<file path="src/rtl/hangman_pkg.sv">
// Shared definitions for the Hangman judge and the game status FSM.
package hangman_pkg;

    localparam logic [1:0] ST_START    = 2'd0;
    localparam logic [1:0] ST_INGAME   = 2'd1;
    localparam logic [1:0] ST_WINGAME  = 2'd2;
    localparam logic [1:0] ST_LOSTGAME = 2'd3;

    localparam int unsigned    LETTER_W   = 5;
    localparam logic [4:0]     LETTER_MAX = 5'd25;
    localparam int unsigned    ALPHA_SIZE = 26;

    typedef enum logic [1:0] {
        IDLE,
        PLAY,
        EVAL,
        DONE
    } judge_state_e;

endpackage

</file>
<file path="src/rtl/hangman_letter_match.sv">
// Compares one letter code against every position of a packed secret word.
module hangman_letter_match
    import hangman_pkg::*;
#(
    parameter int unsigned WORD_LEN = 4
) (
    input  logic [LETTER_W-1:0]          letter,
    input  logic [LETTER_W*WORD_LEN-1:0] word,
    output logic [WORD_LEN-1:0]          match
);

    always_comb begin
        match = '0;
        for (int i = 0; i < WORD_LEN; i++) begin
            match[i] = (word[LETTER_W*i +: LETTER_W] == letter);
        end
    end

endmodule

</file>
<file path="src/rtl/hangman_judge.sv">
// Hangman guess evaluator: tracks revealed letters and misses for one latched word.
// Optional hint request input is enabled by defining HANGMAN_HINT_EN.
module hangman_judge
    import hangman_pkg::*;
#(
    parameter int unsigned WORD_LEN   = 4,
    parameter int unsigned MAX_MISSES = 6
) (
    input  logic                          clk,
    input  logic                          reset,
    input  logic [1:0]                    game_state,
    input  logic [LETTER_W*WORD_LEN-1:0]  secret_word,
    input  logic                          guess_valid,
    input  logic [LETTER_W-1:0]           guess_letter,
`ifdef HANGMAN_HINT_EN
    input  logic                          hint_req,
`endif
    output logic                          guess_ready,
    output logic [WORD_LEN-1:0]           reveal_mask,
    output logic [3:0]                    misses,
    output logic                          hit,
    output logic                          repeat_guess,
    output logic                          win_game,
    output logic                          lost_game
);

    judge_state_e                 state_q, state_d;
    logic [LETTER_W*WORD_LEN-1:0] secret_q, secret_d;
    logic [LETTER_W-1:0]          letter_q, letter_d;
    logic                         hint_q, hint_d;
    logic [ALPHA_SIZE-1:0]        bitmap_q, bitmap_d;
    logic [WORD_LEN-1:0]          mask_q, mask_d;
    logic [3:0]                   misses_q, misses_d;
    logic                         hit_q, hit_d;
    logic                         repeat_q, repeat_d;
    logic                         win_q, win_d;
    logic                         lost_q, lost_d;

    logic [WORD_LEN-1:0]          match;
    logic [WORD_LEN-1:0]          mask_next;
    logic [3:0]                   misses_next;
    logic                         seen;

    hangman_letter_match #(
        .WORD_LEN (WORD_LEN)
    ) u_match (
        .letter (letter_q),
        .word   (secret_q),
        .match  (match)
    );

`ifdef HANGMAN_HINT_EN
    logic [LETTER_W-1:0] hint_letter;

    // Descending scan so the lowest unrevealed position wins.
    always_comb begin
        hint_letter = '0;
        for (int i = WORD_LEN - 1; i >= 0; i--) begin
            if (!mask_q[i]) hint_letter = secret_q[LETTER_W*i +: LETTER_W];
        end
    end
`endif

    always_comb begin
        state_d     = state_q;
        secret_d    = secret_q;
        letter_d    = letter_q;
        hint_d      = hint_q;
        bitmap_d    = bitmap_q;
        mask_d      = mask_q;
        misses_d    = misses_q;
        hit_d       = 1'b0;
        repeat_d    = 1'b0;
        win_d       = win_q;
        lost_d      = lost_q;
        mask_next   = mask_q | match;
        misses_next = (misses_q >= 4'(MAX_MISSES)) ? misses_q : misses_q + 4'd1;

        seen = 1'b0;
        for (int k = 0; k < ALPHA_SIZE; k++) begin
            if (letter_q == 5'(k)) seen = bitmap_q[k];
        end

        unique case (state_q)
            IDLE: begin
                secret_d = secret_word;
                if (game_state == ST_INGAME) state_d = PLAY;
            end
            PLAY: begin
                if (guess_valid) begin
                    letter_d = guess_letter;
                    hint_d   = 1'b0;
                    state_d  = EVAL;
`ifdef HANGMAN_HINT_EN
                end else if (hint_req) begin
                    letter_d = hint_letter;
                    hint_d   = 1'b1;
                    state_d  = EVAL;
`endif
                end else if (game_state == ST_START) begin
                    state_d = IDLE;
                end
            end
            EVAL: begin
                if (!hint_q && (letter_q > LETTER_MAX || seen)) begin
                    repeat_d = 1'b1;
                    state_d  = PLAY;
                end else begin
                    for (int k = 0; k < ALPHA_SIZE; k++) begin
                        if (letter_q == 5'(k)) bitmap_d[k] = 1'b1;
                    end
                    mask_d = mask_next;
                    if (match == '0 || hint_q) begin
                        misses_d = misses_next;
                    end else begin
                        misses_next = misses_q;
                    end
                    hit_d = (match != '0) && !hint_q;
                    if (&mask_next) begin
                        win_d   = 1'b1;
                        state_d = DONE;
                    end else if (misses_next == 4'(MAX_MISSES)) begin
                        lost_d  = 1'b1;
                        state_d = DONE;
                    end else begin
                        state_d = PLAY;
                    end
                end
            end
            DONE: begin
                if (game_state == ST_START) state_d = IDLE;
            end
            default: state_d = IDLE;
        endcase

        // Entering or sitting in IDLE wipes the previous game's progress.
        if (state_d == IDLE) begin
            bitmap_d = '0;
            mask_d   = '0;
            misses_d = '0;
            win_d    = 1'b0;
            lost_d   = 1'b0;
            hint_d   = 1'b0;
        end
    end

    always_ff @(posedge clk) begin
        if (reset) begin
            state_q  <= IDLE;
            secret_q <= '0;
            letter_q <= '0;
            hint_q   <= 1'b0;
            bitmap_q <= '0;
            mask_q   <= '0;
            misses_q <= '0;
            hit_q    <= 1'b0;
            repeat_q <= 1'b0;
            win_q    <= 1'b0;
            lost_q   <= 1'b0;
        end else begin
            state_q  <= state_d;
            secret_q <= secret_d;
            letter_q <= letter_d;
            hint_q   <= hint_d;
            bitmap_q <= bitmap_d;
            mask_q   <= mask_d;
            misses_q <= misses_d;
            hit_q    <= hit_d;
            repeat_q <= repeat_d;
            win_q    <= win_d;
            lost_q   <= lost_d;
        end
    end

    assign guess_ready  = (state_q == PLAY);
    assign reveal_mask  = mask_q;
    assign misses       = misses_q;
    assign hit          = hit_q;
    assign repeat_guess = repeat_q;
    assign win_game     = win_q;
    assign lost_game    = lost_q;

endmodule

</file>
<file path="config.mk">
export PLATFORM = sky130hd
export DESIGN_NAME = hangman_judge
export DESIGN_NICKNAME = d
export VERILOG_FILES = /design/src/rtl/hangman_pkg.sv /design/src/rtl/hangman_letter_match.sv /design/src/rtl/hangman_judge.sv
export SDC_FILE = /design/constraint.sdc
export NUM_CORES = 1
export LEC_CHECK = 0
export ABC_AREA = 1
export CORE_UTILIZATION = 55
export DETAILED_ROUTE_END_ITERATION = 10
export GPL_TIMING_DRIVEN = 0
export PLACE_DENSITY_LB_ADDON = 0.1
export SKIP_LAST_GASP = 1
export SLEW_MARGIN = 25
export SYNTH_ARGS = -nofsm -noshare
export SYNTH_HDL_FRONTEND = slang
export SYNTH_HIERARCHICAL = 1
export SYNTH_SLANG_ARGS = --single-unit
</file>
<file path="constraint.sdc">
create_clock -name clk -period 3.3 [get_ports clk]
set_input_delay 0.495 -clock clk [delete_from_list [all_inputs] [get_ports clk]]
set_output_delay 0.495 -clock clk [all_outputs]
set_load 0.02 [all_outputs]
</file>
======== Yosys cells after proc, flatten, opt, wreduce, memory -nomap -nowiden ========
Index checks and enable logic that the tools add are counted.
word-level totals
  logic and storage cells ................. 155
  bits in registers ....................... 65
  input bits .............................. 30
  output and inout port bits .............. 13
operators by class
  order comparisons ....................... 2
  reductions and logical operators ........ 41
  equality and inequality tests ........... 34
  bitwise logic cells ..................... 4
  add/subtract/negate cells ............... 1
  mux-type cells .......................... 38
operator list
  operator                                               number
  AND reduction 3 bit                                    26
  == test 5 bit (second input constant)                  10
  == test 5 x 4 -> 1 bit (second input constant)         8
  2-to-1 mux 1 bit                                       27
  == test 5 x 3 -> 1 bit (second input constant)         4
  == test 5 bit                                          4
  2-to-1 mux 4 bit                                       4
  2-to-1 mux 2 bit                                       6
  == test 5 x 2 -> 1 bit (second input constant)         2
  case mux 2 bit (4 select lines)                        1
  AND reduction 4 bit                                    2
  logical NOT 2 bit                                      3
  AND reduction 6 bit                                    1
  == test 5 x 1 -> 1 bit (second input constant)         1
  greater-than comparator 5 bit (second input constant)  1
  logical NOT 5 bit                                      1
  adder 4 x 1 -> 4 bit (second input constant)           1
  == test 2 x 1 -> 1 bit (second input constant)         2
  == test 2 bit (second input constant)                  2
  == test 4 x 3 -> 1 bit (second input constant)         1
  >= comparator 4 x 3 -> 1 bit (second input constant)   1
  logical NOT 4 bit                                      1
  OR 4 bit                                               1
  AND reduction 2 bit                                    2
  other kinds (5)                                        8

======== Logic depth before layout (Yosys ltp) ========
  depth after elaboration ................. 37
  depth in mapped cells ................... 23
  gate-level depth less buffers ........... 23

======== Modules after synthesis ========
The synthesis kept the hierarchy.
modules (own cells, without submodules)
  module                seq. area each (um^2)  cells each  area an instance (um^2)  instances
  hangman_judge         1301.2                 393         2866.5                   1
  hangman_letter_match  0.0                    62          301.5                    1

======== Worst setup path before layout ========
No wires, ideal clock.
  path type ............................... register to register
  start point ............................. register letter_q[4]
  end point ............................... register bitmap_q[25]
  required time ........................... 3238 ps
  data arrival time ....................... 2371 ps
  setup time .............................. 62 ps
  cell stages (with the launch flop) ...... 17
  slack ................................... 866 ps
  path buffers ............................ 1
  clock period less this slack ............ 2434 ps
  cells stage by stage .................... dfxtp_1 -> inv_1 -> nand2_1 -> nand2_1 -> nand3_1 -> nor2_1 -> nor4_1 -> nand3_1 -> xor2_1 -> nor2_1 -> nand3_1 -> nand2_1 -> nand3_2 -> nand3_2 -> nand2_4 -> buf_6 -> nor2_2
between the ends
  elaborated cells between the ends (all ways) .. 73
  classes of those cells .................. order compare: 1; eq/ne: 30; mux: 33; bitwise: 2; reduce/logical: 7
RTL lines
  item                                   RTL line                    text
  start, declared                        hangman_judge.sv:29         logic [LETTER_W-1:0] letter_q, letter_d;
  start signal, assigned                 hangman_judge.sv:163        letter_q <= letter_d;
  == test 5 bit *                        hangman_letter_match.sv:15  match[i] = (word[LETTER_W*i +: LETTER_W] == letter);
  via match[1]                           hangman_judge.sv:39         logic [WORD_LEN-1:0] match;
  logical NOT 4 bit                      hangman_judge.sv:113        if (match == '0 || hint_q) begin
  2-to-1 mux 4 bit                       -
  2-to-1 mux 4 bit                       hangman_judge.sv:105        if (!hint_q && (letter_q > LETTER_MAX || seen)) begin
  2-to-1 mux 4 bit                       hangman_judge.sv:84         unique case (state_q)
  == test 4 x 3 -> 1 bit                 hangman_judge.sv:122        end else if (misses_next == 4'(MAX_MISSES)) begin
  2-to-1 mux 2 bit                       hangman_judge.sv:122
  2-to-1 mux 2 bit *                     hangman_judge.sv:119        if (&mask_next) begin
  2-to-1 mux 2 bit *                     hangman_judge.sv:105
  case mux 2 bit (4 select lines) *      hangman_judge.sv:84
  logical NOT 2 bit *                    hangman_judge.sv:137        if (state_d == IDLE) begin
  OR reduction 2 bit (no source line) *  -
  end signal, assigned                   hangman_judge.sv:165        bitmap_q <= bitmap_d;
  end, declared                          hangman_judge.sv:31         logic [ALPHA_SIZE-1:0] bitmap_q, bitmap_d;
Mark *: on every way through the listed nets, which the timed path passes. The rest lies on a longest branch. The select of a mux whose other input is x is not followed.
A chain may end at the register's enable or synchronous reset.

======== Worst setup path after layout ========
  start point ............................. register letter_q[4]
  end point ............................... register bitmap_q[15]
between the ends
  longest elaborated chain between the ends .. 32
  elaborated cells between the ends (all ways) .. 73
  classes of those cells .................. order compare: 1; eq/ne: 30; mux: 33; bitwise: 2; reduce/logical: 7
ends and longest elaborated chain
  item                                 RTL line              text
  logical NOT 5 bit                    hangman_judge.sv:81   if (letter_q == 5'(k)) seen = bitmap_q[k];
  2-to-1 mux 1 bit (26 in series)      hangman_judge.sv:81
  logical OR 1 bit                     hangman_judge.sv:105
  2-to-1 mux 2 bit                     hangman_judge.sv:105
  case mux 2 bit (4 select lines)      hangman_judge.sv:84
  logical NOT 2 bit                    hangman_judge.sv:137
  OR reduction 2 bit (no source line)  -
Parallel ways exist; a longest one is shown, timed or not. The select of a mux whose other input is x is not followed.

==> results.txt <==
The flow ran to the end, and the final reports show no timing, DRC or antenna violations. The cell type of the slowest stage on the worst timing path was sky130_fd_sc_hd__dfxtp_1. The worst-case IR drop observed on VDD is 354 uV. For the global placer's final weighted congestion, the log shows 0.887. Summed over all cells, the static leakage comes to 1.47 nW.

After layout, the minimum clock period comes to 3.01 ns. The run gives 7290 um as the overall routed net length. The number of hold buffers added after CTS was 0. Via count of the routed design: 2934. In this run, post-CTS repair resized a total of 0 instances. The run gives 1.25 mW as the internal power. Across the run, the number of max-cap violations was 0. From left edge to right edge, the die measures 77.9 um. The number of nets in the synthesized netlist is 487. Count of state elements after synthesis: 65.

The cell family with the largest share of critical-path delay is simple AND/OR/NAND/NOR gates. The critical setup path kind was register to register. The worst setup path is captured at a register. The DRC marker count from the first detailed-route iteration was 145; the maximum count of clock buffers along a single path was 2.

The Yosys warning count is 6. Before CTS, the worst setup slack after placement is 0.230 ns. The number of antenna diodes in the final layout is 0. The number of global-route vias before repair is 2776, and the per-instance average area after synthesis is 6.96 um2. Setup repair after global routing left no endpoint under its margin.

The tools report the count of final setup violators as 0. From synthesis to final layout, the design area changed by 21.4%. In this run the post-CTS setup repair buffer count came out at 0. The logs give 0 for the number of slew-limit violations in the final report and 0 for the number of nets with antenna violations after routing.

The logs give 3 for the total number of H-tree levels and 27 for the cell row count. The pin count of the biggest net entering global routing is 13. Yosys instantiated no cell more often than sky130_fd_sc_hd__nor2_1.

In this run the clock root is driven by a sky130_fd_sc_hd__clkbuf_8. Of the total power, the clock network draws 33.4%. The logs give 3170 um2 for the post-synthesis instance area and 9 for the number of clock buffers inserted by TritonCTS. The worst path required time was 3.57 ns; the detailed-route vias per instance was 5.03. After synthesis, the netlist uses 29 different library cells. Before antenna repair, the detailed router went through 4 iterations. The overall fraction of global-route tracks in use was 25.9%; the fraction of final layout cells sized beyond drive strength 1 was 8.61%. Leading register cell type out of synthesis: sky130_fd_sc_hd__dfxtp_1.

The initial utilization of the core area, before any placement, comes to 57.2%. Measured along the y axis, the die boundary spans 77.9 um. Clock-pin slew was measured on the worst setup and hold paths at 0.07 ns.

Measured against its own limit, the worst slew margin works out to 62.6%. During I/O placement, the number of pins put on the boundary was 43. The run gives 12200 um as the wire length of the first global-routing pass. The run gives 5540 um2 as the core box area. Static timing analysis puts the maximum clock frequency at 332 MHz. Power spread over the standard cell area amounts to 454 nW/um2. The post-DP HPWL came out at 5250 um. Of the synthesized area, sequential elements account for 41.1%. Cells fill 69.4% of the core in the end. The number of flops mapped to enable cells by yosys is 0, and the clock skew is 0.00942 ns.

Traced cell by cell, the critical path runs through inv_2 -> nand3_1 -> nor2_1 -> nand2_1 -> nand4_1 -> nand2_1 -> nand4_1 -> nor2_1 -> nand4_1 -> nor2_1 -> nand4_1 -> nand2_1 -> nand4_1 -> nor2_1 -> nand3_2 -> nand2_4 -> nand3_2 -> nand3_2 -> nand2_4 -> buf_6 -> nor2_1. The share of the clock period used by the worst path was 91.3%. The reported net switching power was 0.499 mW. Power comes to 1.75 mW. Sorting the synthesized cells by area gives the leading types as sky130_fd_sc_hd__dfxtp_1, sky130_fd_sc_hd__nor2_1, sky130_fd_sc_hd__nand2_1.

Counting both buffers and inverters, the worst setup path holds a total of 2. TritonCTS built the clock tree. Initial antenna violation count: 0. Setup total negative slack on the finished layout was measured at 0 ns. Dividing the detail-routed wire length by the instance count gives 12.5 um. The die outline area is 6070 um2, and the global route total overflow is 0. Setup slack closes at 0.286 ns. The run gives 17.9% as the combinational share of power. The clock net in this run drives a total of 65 sinks. Synthesis produced 455 cells. The count of endpoints failing hold in the final timing report came out at 0. The class of the tightest hold or removal check was register to register. The number of DRC violations after detailed routing is 0. Counting instances in the post-synthesis netlist gives the leading cell types as sky130_fd_sc_hd__nor2_1, sky130_fd_sc_hd__nand2_1, sky130_fd_sc_hd__dfxtp_1. The maximum fanout count along the critical path was 12; the net switching fraction of the power was 28.5%. Summed over all instances, the cell type with the most area after synthesis is sky130_fd_sc_hd__dfxtp_1. The delay of the slowest cell on the worst path was 0.65 ns. The transition time at the pin with the least slew margin is 0.560 ns, and the part of the total power dissipated in sequential elements is 48.7%.

In this run the tool buffered the top-level ports with 42 buffer cells. Counting flops with an async set or reset pin after synthesis yields a share of 0%. Data on the critical path arrives at its endpoint at 3.29 ns. The synthesized design devotes to its leading area cell type 41.1% of total area.

At the later pin of the worst-skew pair, clock insertion delay measures 0.33 ns. The number of nets at the end of the flow came out at 540. STA classifies the critical path startpoint as a register.
## registers in the layout (all words and copies together) (netlist names)
signal        count
repeat_guess      1
secret_q         20
letter_q          5
hit               1
bitmap_q         26
lost_game         1
win_game          1
reveal_mask       4
misses            4
state_q           2
## worst reg2reg max path: stages, from the launching register on
cell	delay (ns)
sky130_fd_sc_hd__dfxtp_1	0.65
sky130_fd_sc_hd__inv_2	0.17
sky130_fd_sc_hd__nand3_1	0.21
sky130_fd_sc_hd__nor2_1	0.08
sky130_fd_sc_hd__nand2_1	0.06
sky130_fd_sc_hd__nand4_1	0.08
sky130_fd_sc_hd__nand2_1	0.07
sky130_fd_sc_hd__nand4_1	0.07
sky130_fd_sc_hd__nor2_1	0.10
sky130_fd_sc_hd__nand4_1	0.09
sky130_fd_sc_hd__nor2_1	0.11
sky130_fd_sc_hd__nand4_1	0.09
sky130_fd_sc_hd__nand2_1	0.07
sky130_fd_sc_hd__nand4_1	0.07
sky130_fd_sc_hd__nor2_1	0.16
sky130_fd_sc_hd__nand3_2	0.11
sky130_fd_sc_hd__nand2_4	0.15
sky130_fd_sc_hd__nand3_2	0.12
sky130_fd_sc_hd__nand3_2	0.11
sky130_fd_sc_hd__nand2_4	0.10
sky130_fd_sc_hd__buf_6	0.16
sky130_fd_sc_hd__nor2_1	0.10
## stage by stage
stage,cells,hold WS (ns),area (um2)
finish,583,0.474,3850
CTS,583,0.478,3840
detailed placement,569,0.463,3680
global placement,569,0.453,3680
global route,583,0.507,3850
floorplan,455,0.443,3170
## placed cells by master, fill, tap and decap left out, types with 3 or more instances in the layout
master / instances
sky130_fd_sc_hd__inv_1: 54
sky130_fd_sc_hd__nor2_2: 15
sky130_fd_sc_hd__nor2_1: 105
sky130_fd_sc_hd__clkbuf_8: 11
sky130_fd_sc_hd__nand2_1: 70
sky130_fd_sc_hd__xnor2_1: 12
sky130_fd_sc_hd__buf_6: 4
sky130_fd_sc_hd__nand3_2: 3
sky130_fd_sc_hd__a21oi_1: 25
sky130_fd_sc_hd__clkbuf_1: 11
sky130_fd_sc_hd__clkdlybuf4s50_1: 42
sky130_fd_sc_hd__nand3_1: 15
sky130_fd_sc_hd__nor3_1: 4
sky130_fd_sc_hd__clkbuf_2: 3
sky130_fd_sc_hd__nand4_1: 9
sky130_fd_sc_hd__o21ai_0: 27
sky130_fd_sc_hd__a31oi_1: 4
sky130_fd_sc_hd__o21bai_1: 11
sky130_fd_sc_hd__inv_2: 3
sky130_fd_sc_hd__dfxtp_1: 65
sky130_fd_sc_hd__nand2_4: 3
## area by class of cell
class / instances / area [um2]
plain buffers: 15 / 90.1
clock buffers: 14 / 163
fillers: 494 / 1690
inverters: 57 / 214
multi-input cells: 318 / 1570
flip-flops and latches: 65 / 1300
well taps: 72 / 90.1
repair buffers: 42 / 420
## cells by family after synthesis
logic type | Yosys count | share of synthesized area (%)
adders and majority gates | 2 | 0.790
xor gates and xnor gates | 14 | 3.87
buffers and inverters | 72 | 9.60
AOI/OAI and AO/OA | 69 | 12.1
DFF | 65 | 41.1
and+or+nand+nor | 233 | 32.5
## power by group through the flow
stage	registers, mW	clock network (mW)	logic [mW]
after floorplan	0.859	0	0.209
after global placement	0.865	0	0.296
after detailed placement	0.866	0	0.303
after CTS	0.849	0.590	0.307
after global routing	0.854	0.628	0.350
final	0.850	0.584	0.313
## worst paths after layout
kind,startpoint,endpoint,slack [ns],cells past startpoint
worst max-delay path,letter_q[4],bitmap_q[15],0.29,21
worst min-delay path,bitmap_q[6],bitmap_q[6],0.47,2
worst max register to register,letter_q[4],bitmap_q[15],0.29,21
worst min register to register,bitmap_q[6],bitmap_q[6],0.47,2
## metal layers
metal	track usage (%)	vias up	routed length, um
li1	-	1537	-
met1	31.7	1301	3400
met2	42.8	84	3250
met3	7.88	12	517
met4	9.63	0	119
met5	0	-	0
Note: power is estimated with default switching activity, not from simulation.
